--- config.mk ---
export PLATFORM = sky130hd
export DESIGN_NAME = ahb3lite_apb_bridge_flat
export DESIGN_NICKNAME = d
export VERILOG_FILES = /design/src/rtl/ahb_apb_pkg.sv /design/src/rtl/ahb3lite_apb_bridge_if.sv /design/src/rtl/ahb3lite_apb_timeout.sv /design/src/rtl/ahb3lite_apb_bridge.sv /design/src/flat_wrapper.sv
export SDC_FILE = /design/constraint.sdc
export NUM_CORES = 1
export LEC_CHECK = 0
export CAP_MARGIN = 20
export CORE_MARGIN = 10
export CORE_UTILIZATION = 25
export DETAILED_ROUTE_END_ITERATION = 8
export PLACE_DENSITY = 0.79
export SETUP_SLACK_MARGIN = 0.4
export SYNTH_ARGS = -nofsm -noshare
export SYNTH_HDL_FRONTEND = slang
export SYNTH_HIERARCHICAL = 1
export SYNTH_SLANG_ARGS = --single-unit
--- constraint.sdc ---
create_clock -name HCLK -period 2.5 [get_ports HCLK]
set_clock_uncertainty 0.1 [all_clocks]
set_input_delay 0.375 -clock HCLK [delete_from_list [all_inputs] [get_ports HCLK]]
set_output_delay 0.375 -clock HCLK [all_outputs]
set_load 0.05 [all_outputs]
--- src/rtl/ahb_apb_pkg.sv ---
// ahb_apb_pkg: shared AHB encodings and bridge FSM state constants
package ahb_apb_pkg;
   localparam logic [1:0] HTRANS_IDLE = 2'b00;
   localparam logic [1:0] HTRANS_BUSY = 2'b01;
   localparam logic [1:0] HTRANS_NONSEQ = 2'b10;
   localparam logic [1:0] HTRANS_SEQ = 2'b11;
   localparam logic [2:0] HSIZE_BYTE = 3'b000;
   localparam logic [2:0] HSIZE_HALF = 3'b001;
   localparam logic [2:0] HSIZE_WORD = 3'b010;
   localparam logic HRESP_OKAY = 1'b0;
   localparam logic HRESP_ERROR = 1'b1;
   localparam logic [2:0] ST_IDLE = 3'd0;
   localparam logic [2:0] ST_SETUP = 3'd1;
   localparam logic [2:0] ST_ACCESS = 3'd2;
   localparam logic [2:0] ST_ERR1 = 3'd3;
   localparam logic [2:0] ST_ERR2 = 3'd4;
endpackage

--- src/rtl/ahb3lite_apb_bridge_if.sv ---
// ahb3lite_apb_bridge_if: AHB-Lite slave side and APB3 master side of the bridge
interface ahb3lite_apb_bridge_if #(parameter int ADDR_W = 16);
   logic HSEL;
   logic [31:0] HADDR;
   logic [1:0] HTRANS;
   logic HWRITE;
   logic [2:0] HSIZE;
   logic [3:0] HWSTRB;
   logic [31:0] HWDATA;
   logic HREADYIN;
   logic HREADYOUT;
   logic HRESP;
   logic [31:0] HRDATA;
   logic [ADDR_W-1:0] PADDR;
   logic PSEL;
   logic PENABLE;
   logic PWRITE;
   logic [31:0] PWDATA;
   logic [3:0] PSTRB;
   logic [31:0] PRDATA;
   logic PREADY;
   logic PSLVERR;
   modport slave (
      input HSEL, HADDR, HTRANS, HWRITE, HSIZE, HWSTRB, HWDATA, HREADYIN, PRDATA, PREADY, PSLVERR,
      output HREADYOUT, HRESP, HRDATA, PADDR, PSEL, PENABLE, PWRITE, PWDATA, PSTRB
   );
   modport master (
      output HSEL, HADDR, HTRANS, HWRITE, HSIZE, HWSTRB, HWDATA, HREADYIN, PRDATA, PREADY, PSLVERR,
      input HREADYOUT, HRESP, HRDATA, PADDR, PSEL, PENABLE, PWRITE, PWDATA, PSTRB
   );
endinterface

--- src/rtl/ahb3lite_apb_timeout.sv ---
// ahb3lite_apb_timeout: saturating ACCESS watchdog, expire flags the TIMEOUT-th stalled cycle
module ahb3lite_apb_timeout #(
   parameter int TIMEOUT = 255
) (
   input  logic HCLK,
   input  logic HRESETn,
   input  logic clr,
   input  logic inc,
   output logic expire
);
   localparam int W = $clog2(TIMEOUT + 1);
   localparam logic [W-1:0] LIMIT = W'(TIMEOUT);
   localparam logic [W-1:0] LAST = W'(TIMEOUT - 1);
   logic [W-1:0] cnt_q, cnt_d;
   assign expire = inc && cnt_q >= LAST;
   // clear on SETUP, count stalled ACCESS cycles, hold at the limit
   always_comb begin
      cnt_d = clr ? '0 : (inc && cnt_q != LIMIT) ? cnt_q + 1'b1 : cnt_q;
   end
   // counter register
   always_ff @(posedge HCLK or negedge HRESETn) begin
      if (!HRESETn) cnt_q <= '0;
      else cnt_q <= cnt_d;
   end
endmodule

--- src/rtl/ahb3lite_apb_bridge.sv ---
// ahb3lite_apb_bridge: AHB-Lite beat to APB3 transfer bridge; APB_BRIDGE_TIMEOUT_EN adds an ACCESS watchdog
module ahb3lite_apb_bridge
   import ahb_apb_pkg::*;
#(
   parameter int ADDR_W = 16,
   parameter int TIMEOUT = 255
) (
   input logic HCLK,
   input logic HRESETn,
   ahb3lite_apb_bridge_if.slave bus
);
   logic [2:0] state_q, state_d;
   logic [ADDR_W-1:0] addr_q, addr_d;
   logic write_q, write_d, bad_q, bad_d;
   logic [3:0] strb_q, strb_d;
   logic hready, take, expire, psel, penable, unused_bits;
   assign hready = state_q == ST_IDLE || state_q == ST_ERR2 ||
                   (state_q == ST_ACCESS && bus.PREADY && !bus.PSLVERR);
   assign take = bus.HSEL && bus.HREADYIN && bus.HTRANS[1] && hready;
   assign psel = (state_q == ST_SETUP && !bad_q) || state_q == ST_ACCESS;
   assign penable = state_q == ST_ACCESS;
   assign unused_bits = ^{bus.HADDR[31:ADDR_W], bus.HTRANS[0]};
`ifdef APB_BRIDGE_TIMEOUT_EN
   ahb3lite_apb_timeout #(.TIMEOUT(TIMEOUT)) u_timeout (
      .HCLK(HCLK),
      .HRESETn(HRESETn),
      .clr(state_q == ST_SETUP),
      .inc(state_q == ST_ACCESS && !bus.PREADY),
      .expire(expire)
   );
`else
   logic unused_timeout;
   assign unused_timeout = TIMEOUT == 0;
   assign expire = 1'b0;
`endif
   // capture the address phase on acceptance and sequence SETUP/ACCESS/error
   always_comb begin
      addr_d = take ? bus.HADDR[ADDR_W-1:0] : addr_q;
      write_d = take ? bus.HWRITE : write_q;
      strb_d = take ? (bus.HWRITE ? bus.HWSTRB : 4'b0000) : strb_q;
      bad_d = take ? bus.HSIZE > HSIZE_WORD : bad_q;
      state_d = ST_IDLE;
      case (state_q)
         ST_IDLE, ST_ERR2: state_d = take ? ST_SETUP : ST_IDLE;
         ST_SETUP: state_d = bad_q ? ST_ERR1 : ST_ACCESS;
         ST_ACCESS: state_d = !bus.PREADY ? (expire ? ST_ERR1 : ST_ACCESS) :
                              bus.PSLVERR ? ST_ERR1 : take ? ST_SETUP : ST_IDLE;
         ST_ERR1: state_d = ST_ERR2;
         default: state_d = ST_IDLE;
      endcase
   end
   // state and captured transfer registers
   always_ff @(posedge HCLK or negedge HRESETn) begin
      if (!HRESETn) begin
         state_q <= ST_IDLE;
         addr_q <= '0;
         write_q <= 1'b0;
         strb_q <= 4'b0000;
         bad_q <= 1'b0;
      end else begin
         state_q <= state_d;
         addr_q <= addr_d;
         write_q <= write_d;
         strb_q <= strb_d;
         bad_q <= bad_d;
      end
   end
   assign bus.HREADYOUT = hready;
   assign bus.HRESP = (state_q == ST_ERR1 || state_q == ST_ERR2) ? HRESP_ERROR : HRESP_OKAY;
   assign bus.HRDATA = penable ? bus.PRDATA : '0;
   assign bus.PSEL = psel;
   assign bus.PENABLE = penable;
   assign bus.PADDR = addr_q;
   assign bus.PWRITE = write_q;
   assign bus.PSTRB = strb_q;
   assign bus.PWDATA = psel ? bus.HWDATA : '0;
endmodule

--- src/flat_wrapper.sv ---
// flat-port wrapper written by rule: the top's interface ports become plain ports
module ahb3lite_apb_bridge_flat import ahb_apb_pkg::*;
#(
   parameter int ADDR_W = 16,
   parameter int TIMEOUT = 255
)
  (HCLK, HRESETn, bus_HSEL, bus_HADDR, bus_HTRANS, bus_HWRITE, bus_HSIZE, bus_HWSTRB, bus_HWDATA, bus_HREADYIN, bus_PRDATA, bus_PREADY, bus_PSLVERR, bus_HREADYOUT, bus_HRESP, bus_HRDATA, bus_PADDR, bus_PSEL, bus_PENABLE, bus_PWRITE, bus_PWDATA, bus_PSTRB);
  ahb3lite_apb_bridge_if #(.ADDR_W(ADDR_W)) bus_i ();
  input logic HCLK;
  input logic HRESETn;
  input wire logic [$bits(bus_i.HSEL)-1:0] bus_HSEL;
  input wire logic [$bits(bus_i.HADDR)-1:0] bus_HADDR;
  input wire logic [$bits(bus_i.HTRANS)-1:0] bus_HTRANS;
  input wire logic [$bits(bus_i.HWRITE)-1:0] bus_HWRITE;
  input wire logic [$bits(bus_i.HSIZE)-1:0] bus_HSIZE;
  input wire logic [$bits(bus_i.HWSTRB)-1:0] bus_HWSTRB;
  input wire logic [$bits(bus_i.HWDATA)-1:0] bus_HWDATA;
  input wire logic [$bits(bus_i.HREADYIN)-1:0] bus_HREADYIN;
  input wire logic [$bits(bus_i.PRDATA)-1:0] bus_PRDATA;
  input wire logic [$bits(bus_i.PREADY)-1:0] bus_PREADY;
  input wire logic [$bits(bus_i.PSLVERR)-1:0] bus_PSLVERR;
  output wire logic [$bits(bus_i.HREADYOUT)-1:0] bus_HREADYOUT;
  output wire logic [$bits(bus_i.HRESP)-1:0] bus_HRESP;
  output wire logic [$bits(bus_i.HRDATA)-1:0] bus_HRDATA;
  output wire logic [$bits(bus_i.PADDR)-1:0] bus_PADDR;
  output wire logic [$bits(bus_i.PSEL)-1:0] bus_PSEL;
  output wire logic [$bits(bus_i.PENABLE)-1:0] bus_PENABLE;
  output wire logic [$bits(bus_i.PWRITE)-1:0] bus_PWRITE;
  output wire logic [$bits(bus_i.PWDATA)-1:0] bus_PWDATA;
  output wire logic [$bits(bus_i.PSTRB)-1:0] bus_PSTRB;
  assign bus_i.HSEL = bus_HSEL;
  assign bus_i.HADDR = bus_HADDR;
  assign bus_i.HTRANS = bus_HTRANS;
  assign bus_i.HWRITE = bus_HWRITE;
  assign bus_i.HSIZE = bus_HSIZE;
  assign bus_i.HWSTRB = bus_HWSTRB;
  assign bus_i.HWDATA = bus_HWDATA;
  assign bus_i.HREADYIN = bus_HREADYIN;
  assign bus_i.PRDATA = bus_PRDATA;
  assign bus_i.PREADY = bus_PREADY;
  assign bus_i.PSLVERR = bus_PSLVERR;
  assign bus_HREADYOUT = bus_i.HREADYOUT;
  assign bus_HRESP = bus_i.HRESP;
  assign bus_HRDATA = bus_i.HRDATA;
  assign bus_PADDR = bus_i.PADDR;
  assign bus_PSEL = bus_i.PSEL;
  assign bus_PENABLE = bus_i.PENABLE;
  assign bus_PWRITE = bus_i.PWRITE;
  assign bus_PWDATA = bus_i.PWDATA;
  assign bus_PSTRB = bus_i.PSTRB;
  ahb3lite_apb_bridge #(.ADDR_W(ADDR_W), .TIMEOUT(TIMEOUT)) u_core (.HCLK(HCLK), .HRESETn(HRESETn), .bus(bus_i));
endmodule
======== Word level (Yosys, flattened, before mapping) ========
Cells that the tools add are included.
word-level totals
  register bits after elaboration ......... 25
  input bits .............................. 112
  logic and storage cells ................. 33
  output and inout bits ................... 89
operators by class
  magnitude comparators ................... 1
  equal/unequal tests ..................... 4
  reductions and logical operators ........ 14
  mux-type cells .......................... 9
operators with widths
  operator                                                       count
  two-way mux 32 bit                                             2
  one-hot mux 3 bit (4 select lines)                             1
  == test 3 x 2 -> 1 bit, second input constant                  2
  logical AND 1 bit                                              6
  two-way mux 3 bit                                              2
  logical OR 1 bit                                               4
  two-way mux 4 bit                                              1
  == test 3 x 1 -> 1 bit, second input constant                  1
  == test 3 bit, second input constant                           1
  greater-than comparator 3 x 2 -> 1 bit, second input constant  1
  logical NOT 3 bit                                              1
  two-way mux 1 bit                                              3
  logical NOT 1 bit                                              2
  OR reduction 2 bit                                             1

======== Longest topological paths before layout ========
  depth after elaboration ................. 9
  mapped depth ............................ 5
  depth with buffers taken out ............ 3

======== Worst setup path after synthesis ========
OpenSTA, ideal clock, no wires.
  path kind ............................... reg-to-output
  start ................................... reg u_core.state_q[0]
  end ..................................... out bus_HRDATA[23]
  path slack .............................. -0.035 ns
  arrival time ............................ 2.060 ns
  path buffers ............................ 2
  data required time ...................... 2.025 ns
  stages on the path, launching flop included .. 5
  cells stage by stage .................... dfrtp_1 buf_2 nor3b_1 clkbuf_1 and2_1
on the way
  longest elaborated chain between the ends .. 2
RTL lines
  item                    RTL line                   text
  from (decl)             ahb3lite_apb_bridge.sv:12  logic [2:0] state_q, state_d;
  from (signal assigned)  ahb3lite_apb_bridge.sv:61  state_q <= state_d;
  == test 3 x 2 -> 1 bit  ahb3lite_apb_bridge.sv:21  assign penable = state_q == ST_ACCESS;
  via bus_PENABLE         flat_wrapper.sv:27         output wire logic [$bits(bus_i.PENABLE)-1:0] bus_PENABLE;
  two-way mux 32 bit      ahb3lite_apb_bridge.sv:70  assign bus.HRDATA = penable ? bus.PRDATA : '0;
  to (decl)               flat_wrapper.sv:24         output wire logic [$bits(bus_i.HRDATA)-1:0] bus_HRDATA;
The timed path passes the listed nets, and every way through them passes these cells.

======== Worst setup path after layout ========
  start ................................... reg u_core.bad_q
  end ..................................... out bus_PWDATA[5]
on the way
  longest elaborated chain between the ends .. 4
RTL lines
  item                    RTL line                   text
  from (decl)             ahb3lite_apb_bridge.sv:14  logic write_q, write_d, bad_q, bad_d;
  from (signal assigned)  ahb3lite_apb_bridge.sv:59  bad_q <= 1'b0;
  from (signal assigned)  ahb3lite_apb_bridge.sv:65  bad_q <= bad_d;
  logical NOT 1 bit       ahb3lite_apb_bridge.sv:20  assign psel = (state_q == ST_SETUP && !bad_q) || state_q == ST_ACCESS;
  logical AND 1 bit       ahb3lite_apb_bridge.sv:20
  logical OR 1 bit        ahb3lite_apb_bridge.sv:20
  two-way mux 32 bit      ahb3lite_apb_bridge.sv:76  assign bus.PWDATA = psel ? bus.HWDATA : '0;
  to (decl)               flat_wrapper.sv:29         output wire logic [$bits(bus_i.PWDATA)-1:0] bus_PWDATA;
Every way passes these cells.

==> results.cfg <==
[sta]
final_max_slew_viol_count = 0
hold_viol = 0
finalCriticalPeriod_ns = 2.30
clock.fmax_mhz = 436
setup_tns_ns = 0
setup_ws_ns = 0.205
worst_slew_pin_slew_ns = 0.535
period_share_pct = 91.8
setup-violations-final = 0
slew_headroom_pct = 64.2
rsz0062_at_grt = true

[logic_synthesis]
async_flop_share_pct = 100
synth_most_common_cell = and2_1
synth_ff_type = dfrtp_1
synth_largest_area_cell = dfrtp_1
ys_seq_area_share_pct = 41.5
syn_inst = 152
synth_edf_count = 0
ys_ff_latch = 25
synth_top_area_share_pct = 41.5
synth.distinct_cells = 26
synth_warnings = 6
syn-cell-area_mm2 = 0.00151
synth_common_cells = and2_1 (64), dfrtp_1 (25), mux2_2 (11), nand2_1 (7), mux2_1 (6)
synthTopCellsByArea = dfrtp_1 (42%), and2_1 (27%), mux2_2 (8.2%)
synth.avg_cell_area_um2 = 9.91
syn-num-nets = 264

[clock_tree]
cts.clk_slew.worst_paths_ns = 0.08
h-tree-depth = 1
clock_path_buffers = 2
cts_buffers = 3
cts_tree = built
cts_root_buffer = clkbuf_8
clock-sinks = 25
clk_latency_ns = 0.27

[power_and_ir_drop]
p_leak_uw = 0.00197
seqPwrFrac_pct = 11.7
p_comb_share_pct = 84.4
p_sw_uw = 2920
p_int_uw = 3180
switching_share_pct = 47.9
peakVddDrop_mv = 0.811
p_clk_share_pct = 3.9
powerDensity_mw_per_mm2 = 1330

[floorplanning]
die_y_um = 97.6
die-area_mm2 = 0.00953
die_x_um = 97.6
start_util_pct = 25.6
ios = 201
rows = 28
coreArea_mm2 = 0.00589

[setup_path]
start_kind = flop
critPathRequiredTime_ns = 2.03
crit_slowest_cell = or3b_4
r2r_start = u_core/state_q[2]
crit_end = bus_PWDATA[5]
max_stage_delay_ns = 0.41
cp.depth = 6
critPathTopFamily = simple AND/OR/NAND/NOR gates
critPathKind = flop to output pin
crit_path_cell_trace = or3b_4 -> a21oi_4 -> buf_6 -> clkbuf_16 -> and2_4 -> buf_12
r2r_setup_slack_ns = 0.51
crit_path_start = u_core/bad_q
cp_max_fo = 8
critical_path_arrival_ns = 1.82
worst-path-buf-inv = 3
crit_path_end_kind = output pin
reg2reg_depth = 5
r2r_end = u_core/bus.PADDR[3]

[finish]
layout-drive-gt1-share_pct = 47.6
nNetsFinal = 466
multiInputGateArea_um2 = 973
syn_to_final_growth_pct = 205
seq_area_um2 = 627
fillers = 370
diodes = 0

[route]
drt-pass1-iter-count = 4
vias = 1891
wirelength_um = 8290
viasPerCell = 4.42
ant_nets = 0
drc = 0
first_iter_violations = 65
routedWlPerCell_um = 19.4

[placed_design]
dp_hpwl_um = 6500
place_congestion = 0.748
io_buffers = 183
pre_cts_ws_ns = 0.136

[grt]
first_global_vias = 1949
grt_max_degree = 35
grt_use_total_pct = 14.8
overflow = 0
antenna_found_initial = 0
grt_pass1_wl_um = 11600

[min_path]
whs_path_depth = 3
min_path_type = primary input to flop

[run_status]
status = completed

[job]
cap_violations = 0
==> worst min path at each step <==
stage,start,to,slack [ns]
4_1_cts,HRESETn,u_core/bus.PADDR[3],0.39
3_3_place_gp,u_core/bus.PADDR[0],u_core/bus.PADDR[0],0.37
6_report,bus_PREADY,u_core/state_q[0],0.32
5_1_grt,bus_PREADY,u_core/state_q[0],0.33
2_1_floorplan,HRESETn,u_core/bad_q,-0.02
3_5_place_dp,u_core/bus.PADDR[12],u_core/bus.PADDR[12],0.38
==> cell usage in the layout (no fill, tap or decap), types with 2 or more instances in the layout <==
cell type,synthesis,layout
mux2i_1,5,5
dlymetal6s2s_1,0,2
mux2_2,11,11
buf_12,0,67
nand2_1,7,7
clkbuf_8,0,3
mux2_1,6,6
inv_1,5,5
dfrtp_1,25,24
nor2b_1,2,2
clkdlybuf4s50_1,0,113
nor2_1,2,2
and2_2,0,6
buf_6,2,7
clkbuf_16,0,5
buf_4,0,9
a21oi_4,0,2
or3b_4,1,2
buf_8,0,3
and2_1,64,10
and2_4,0,48
==> state kept, by name (all words and copies together), names as in the netlist <==
register and cells:
u_core/bad_q 1, u_core/bus.PADDR 16, u_core/bus.PSTRB 4, u_core/bus.PWRITE 1, u_core/state_q 3
==> metal layers <==
metal,vias to the layer above,part of all wire [%],global-route usage (%)
met5,-,0,0
met4,0,0.12,0.671
met3,2,11,7.89
met2,111,55,28.1
met1,894,34,14.5
li1,884,-,-
==> power groups by stage <==
stage | registers [uW] | logic, uW | clock network, uW
floorplan | 1310 | 1910 | 0
global placement | 701 | 4570 | 0
detailed placement | 716 | 4620 | 0
CTS | 711 | 4780 | 250
global route | 741 | 5340 | 257
finish | 713 | 5160 | 237
==> worst reg2reg max path: cells and delay by family, from the launching register on <==
family / cells / cell delay, ns
flops: 1 / 0.48
buf+inv: 2 / 0.32
compound gates: 1 / 0.22
simple gates: 1 / 0.43
mux: 1 / 0.33
==> final cells by class <==
cell class                 count  share of cell area [%]
timing repair buffer         207                    61.8
clock buffer                   4                   0.979
tap                           75                    2.04
inverter                       5                   0.408
sequential                    25                    13.6
multi-input combinational    112                    21.2
==> through the flow <==
stage          cells  instance area, um2  hold WS (ns)  utilization [%]  power, uW
4_1_cts          414                4290         0.386             72.9       5740
6_report         428                4600         0.323             78.1       6110
3_5_place_dp     406                4160         0.378             70.7       5330
5_1_grt          428                4600         0.327             78.1       6330
3_3_place_gp     406                4160         0.369             70.7       5270
2_1_floorplan    152                1610       -0.0206                -       3220
==> logic make-up after synthesis <==
family | count (synthesis) | share of synthesized area, %
AND/OR/NAND/NOR | 81 | 32.6
flip-flops | 25 | 41.5
multiplexers | 22 | 16.0
buffers and inverters | 15 | 4.98
AO/OA/AOI/OAI | 9 | 4.82
==> what timing repair did <==
item                                    4_1_cts  5_1_grt
gates resized for setup                       9       38
pin swaps                                     2       27
setup buffers                                 3        8
gates cloned                                  1        6
endpoints found under the setup margin       66       83
hold buffers                                  0        0
Note: power is estimated with default switching activity, not from simulation.
